<file path="src/rtl/dt_pack.sv">
// Streams the distance map out of the result RAM, thresholds each pixel and packs
// 16 binary pixels MSB-first per word into the packed-image memory, with side statistics.
module dt_pack #(
  parameter int DIST_W  = 8,
  parameter int N_WORDS = 1024,
  localparam int PIX_W  = $clog2(N_WORDS * 16),
  localparam int WORD_W = $clog2(N_WORDS),
  localparam int CNT_W  = PIX_W + 1
) (
  input  logic              clk,
  input  logic              reset,
  input  logic              start,
  input  logic [DIST_W-1:0] thr,
  output logic              res_rd,
  output logic [PIX_W-1:0]  res_addr,
  input  logic [DIST_W-1:0] res_di,
  output logic              pk_wr,
  output logic [WORD_W-1:0] pk_addr,
  output logic [15:0]       pk_do,
  output logic              busy,
  output logic              done,
  output logic [DIST_W-1:0] max_dist,
  output logic [CNT_W-1:0]  obj_cnt
);

  typedef enum logic [1:0] {IDLE, RUN, FLUSH, DONE} state_t;

  localparam logic [PIX_W-1:0] LAST_PIX = PIX_W'(N_WORDS * 16 - 1);

  state_t              state, state_next;
  logic [DIST_W-1:0]   thr_q;
  logic                rd_q;
  logic [15:0]         sr;
  logic [3:0]          bit_cnt;
  logic [WORD_W-1:0]   word_cnt;
  logic                accept;
  logic                hit;

  assign accept = start && (state == IDLE || state == DONE);
  assign hit    = (res_di >= thr_q);
  assign res_rd = (state == RUN);
  assign busy   = (state == RUN) || (state == FLUSH);
  assign done   = (state == DONE);

  always_ff @(posedge clk) begin
    if (reset) state <= IDLE;
    else       state <= state_next;
  end

  // FLUSH only waits for the final word's write pulse, which is the single pk_wr seen there
  always_comb begin
    state_next = state;
    case (state)
      IDLE, DONE: if (start) state_next = RUN;
      RUN:        if (res_addr == LAST_PIX) state_next = FLUSH;
      FLUSH:      if (pk_wr) state_next = DONE;
      default:    state_next = IDLE;
    endcase
  end

  // rd_q marks cycles where res_di carries the pixel addressed one cycle earlier
  always_ff @(posedge clk) begin
    if (reset) begin
      thr_q    <= '0;
      rd_q     <= 1'b0;
      sr       <= '0;
      bit_cnt  <= '0;
      word_cnt <= '0;
      res_addr <= '0;
      pk_wr    <= 1'b0;
      pk_addr  <= '0;
      pk_do    <= '0;
      max_dist <= '0;
      obj_cnt  <= '0;
    end else begin
      pk_wr <= 1'b0;
      rd_q  <= res_rd;
      if (accept) begin
        thr_q    <= thr;
        sr       <= '0;
        bit_cnt  <= '0;
        word_cnt <= '0;
        res_addr <= '0;
        max_dist <= '0;
        obj_cnt  <= '0;
      end else begin
        if (res_rd) res_addr <= res_addr + 1'b1;
        if (rd_q) begin
          sr      <= {sr[14:0], hit};
          bit_cnt <= bit_cnt + 1'b1;
          if (res_di > max_dist) max_dist <= res_di;
          if (res_di != '0) obj_cnt <= obj_cnt + 1'b1;
          if (bit_cnt == 4'hF) begin
            pk_wr    <= 1'b1;
            pk_addr  <= word_cnt;
            pk_do    <= {sr[14:0], hit};
            word_cnt <= word_cnt + 1'b1;
          end
        end
      end
    end
  end

endmodule

</file>
<file path="config.mk">
export PLATFORM = sky130hd
export DESIGN_NAME = dt_pack
export DESIGN_NICKNAME = d
export VERILOG_FILES = /design/src/rtl/dt_pack.sv
export SDC_FILE = /design/constraint.sdc
export NUM_CORES = 1
export LEC_CHECK = 0
export CAP_MARGIN = 5
export CORE_ASPECT_RATIO = 1.75
export CORE_MARGIN = 3
export CORE_UTILIZATION = 35
export DETAILED_ROUTE_END_ITERATION = 8
export SYNTH_ARGS = -nofsm -noshare
export SYNTH_HDL_FRONTEND = slang
export SYNTH_SLANG_ARGS = --single-unit
</file>
<file path="constraint.sdc">
create_clock -name clk -period 3.9 [get_ports clk]
set_clock_uncertainty 0.2 [all_clocks]
set_input_delay 0.78 -clock clk [delete_from_list [all_inputs] [get_ports clk]]
set_output_delay 0.78 -clock clk [all_outputs]
set_load 0.05 [all_outputs]
</file>
==> reports/qor.csv <==
stage,metric,value,unit
finish,Multi-input gate area,2171,um^2
clock_tree,Clock Path Buffers,2,
floorplanning,Die Y,154.7,um
detailed_routing,Wirelength per Cell,12.80,um
finish,ant diodes,0,
clock_tree,clk root buf,clkbuf_16,
clock_tree,Post-CTS Hold Fix Bufs,0,
global_route,first-pass GRT wire length,16750,um
sta,"Slew Viols, Final",0,
finish,most frequent cells in the layout,"104 x dfxtp_1, 92 x nand2_1, 85 x clkdlybuf4s50_1, 59 x nor2_1, 53 x a21oi_1",
status,status,"finished, final reports clean",
logic_synthesis,Mapped Nets,560,
power_and_ir_drop,maximum VDD drop,0.0002304,V
power_and_ir_drop,Power per Cell Area,443.7,nW/um^2
clock_tree,post-CTS setup buffer count,0,
sta,unrepaired setup endpoints after global routing,no,
detailed_routing,Routed Antenna Nets,0,
clock_tree,CTS Buf Count,9,
global_route,initial antenna violation count,0,
worst_setup_path,Crit path required time,2920,ps
worst_setup_path,crit-path max cell delay,800,ps
logic_synthesis,warnings from Yosys,0,
sta,Tcrit/Tclk final,77.54,%
logic_synthesis,synth unique cells,32,
finish,"most common cell after layout, fill and taps aside",dfxtp_1,
worst_setup_path,Reg2Reg Setup Slack,1490,ps
clock_tree,clock sinks,104,
floorplanning,DIE AREA,14080,um^2
worst_setup_path,crit-path most repeated cell,inv_1,
place,IO Port Bufs,85,
sta,Final Hold Vio Count,0,
floorplanning,Initial Util,36.26,%
worst_setup_path,Critical Path Fanout Max,5,
global_route,vias in the first global route,3665,
worst_setup_path,worst-path cell chain,"inv_1, ha_1, inv_1, clkdlybuf4s50_1",
worst_setup_path,critical path data arrival time,2040,ps
worst_setup_path,reg2reg end,max_dist[1],
global_route,GRT overflow,0,
worst_setup_path,Crit path depth,4,
finish,share of cells above drive strength 1,4.153,%
finish,FF+latch area,2082,um^2
logic_synthesis,post-synthesis cell area,4424,um^2
run,max cap viols,0,
sta,final period demand of the worst path,3024,ps
detailed_routing,WL final,9816,um
min_path,worst hold path type,register to register,
sta,Worst slew margin,47.54,%
clock_tree,TritonCTS clock tree,built,
worst_setup_path,R2R cell count,7,
logic_synthesis,register area share after synthesis,47.06,%
floorplanning,core area,12200,um^2
worst_setup_path,Setup crit end,busy,
sta,final hold slack,254.7,ps
clock_tree,H-Tree Depth,3,
finish,area grow syn2layout,29.16,%
logic_synthesis,Post-Synthesis Cells,517,
worst_setup_path,crit-path leading delay family,buffers and inverters,
logic_synthesis,largest area contributor in the synthesized netlist,dfxtp_1,
detailed_routing,via count,3682,
worst_setup_path,Startpoint Class,register,
worst_setup_path,worst r2r src,max_dist[7],
floorplanning,row cnt,53,
sta,measured slew at the worst slew-check pin,780.3,ps
detailed_routing,DRC viols,0,
worst_setup_path,Setup CP Type,register to output pin,
global_route,pin count of the biggest net entering global routing,39,
place,post-DP HPWL,7204,um
detailed_routing,vias per cell,4.801,
power_and_ir_drop,Leak Pwr,1.994,nW
finish,Layout Nets,640,
worst_setup_path,CP Buf/Inv Count,3,
worst_setup_path,crit end category,output pin,
sta,Final Setup Violations,0,
clock_tree,post-CTS sizing,0,
floorplanning,Die W,90.99,um
clock_tree,worst skew pair latency,340,ps
sta,Setup Total Neg Slack,0,ps
worst_setup_path,critical path's slowest cell,clkdlybuf4s50_1,
logic_synthesis,top-area cell type share of the netlist area,47.06,%
finish,Layout fillers,1230,
worst_setup_path,CP startpoint,state[0],
detailed_routing,Initial DRT Pass Iterations,4,
sta,Highest Clock Rate,330.7,MHz
logic_synthesis,Synth area leaders,"dfxtp_1 47%, nand2_1 7.9%, ha_1 6.8%, a21oi_1 6.0%, xor2_1 5.1%",
floorplanning,IO Count,86,
clock_tree,Clock transition at path regs,60,ps
logic_synthesis,mean post-synth cell area,8.558,um^2
logic_synthesis,"FF+latch count, synth",104,
place,GP Congestion,0.8036,
global_route,total track usage,14.39,%
detailed_routing,initial DRC count,95,
-- report_power, final --
| group | internal, mW | leakage, nW | switching [mW] |
|---|---|---|---|
| combinational | 0.204 | 1.02 | 0.378 |
| clock | 0.432 | 0.130 | 0.380 |
| sequential | 1.11 | 0.840 | 0.0349 |
-- registers in the layout (all words and copies together), names as in the netlist --
signal	count
thr_q	8
sr	15
pk_wr	1
obj_cnt	15
bit_cnt	4
max_dist	8
state	2
word_cnt	10
pk_do	16
res_addr	14
pk_addr	10
rd_q	1
-- worst min path at each step --
| stage | from | end | slack (ps) | cells past startpoint |
|---|---|---|---|---|
| CTS | thr_q[1] | thr_q[1] | 260 | 2 |
| detailed placement | pk_do[12] | pk_do[12] | 250 | 2 |
| finish | thr_q[1] | thr_q[1] | 250 | 2 |
| global route | thr_q[3] | thr_q[3] | 280 | 2 |
| floorplan | sr[14] | pk_do[15] | 230 | 2 |
| global placement | thr_q[5] | thr_q[5] | 250 | 2 |
-- synth_stat cells (all sizes together) --
library cell / instances
buf: 11
ha: 24
or4: 1
nand3: 15
dfxtp: 104
and2: 1
o31ai: 1
a21oi: 54
mux2i: 17
nor3: 3
o31a: 3
nor2: 60
o21ai: 14
nand4: 16
and4: 2
xnor2: 9
a31o: 1
and3: 5
clkbuf: 10
nand2: 93
a21o: 4
inv: 24
nor4: 2
xor2: 26
or3: 4
nor2b: 4
a211oi: 4
nand2b: 4
a32o: 1
-- routing by layer --
layer	vias to the layer above	GRT usage [%]	wire, um
met4	0	4.892	133
li1	1882	-	-
met2	74	26.35	5129
met5	-	0	0
met3	11	3.601	432
met1	1715	16.01	4120
-- through the flow --
| step | setup slack, ps | cell area [um^2] | utilization [%] | std cells | total power [mW] |
|---|---|---|---|---|---|
| 2_1_floorplan | 1502 | 4424 | - | 517 | 1.583 |
| 3_3_place_gp | 750.4 | 5450 | 44.67 | 751 | 1.740 |
| 3_5_place_dp | 633.4 | 5450 | 44.67 | 751 | 1.754 |
| 4_1_cts | 858.0 | 5714 | 46.83 | 767 | 2.578 |
| 5_1_grt | 764.8 | 5714 | 46.83 | 767 | 2.680 |
| 6_report | 875.8 | 5714 | 46.83 | 767 | 2.535 |
-- worst reg2reg max path, stage by stage, from the launching register on --
cell     delay (ps)
dfxtp_1         370
inv_1            60
ha_1            300
a21oi_1         160
o21ai_0         170
o31ai_1         720
o21ai_0         180
a21oi_1         180
-- final cells by class --
cell class | count | area share (%)
clock buffer | 11 | 4.073
clock inverter | 5 | 0.5474
inverter | 24 | 1.577
multi-input combinational | 368 | 37.99
sequential | 104 | 36.44
tap | 165 | 3.613
timing repair buffer | 90 | 15.77
-- kinds of logic (layout without fill, tap and decap cells) --
logic type               after synthesis  in the layout  synth area share, %
buffers and inverters                 45            130                3.988
multiplexers                          17             17                3.846
XOR/XNOR                              35             35                6.929
flip-flops                           104            104                47.06
adder cells (fa/ha/maj)               24             24                6.787
AND/OR/NAND/NOR                      210            210                20.90
AO/OA/AOI/OAI                         82             82                10.49
Power figures use the tool's default switching activity.
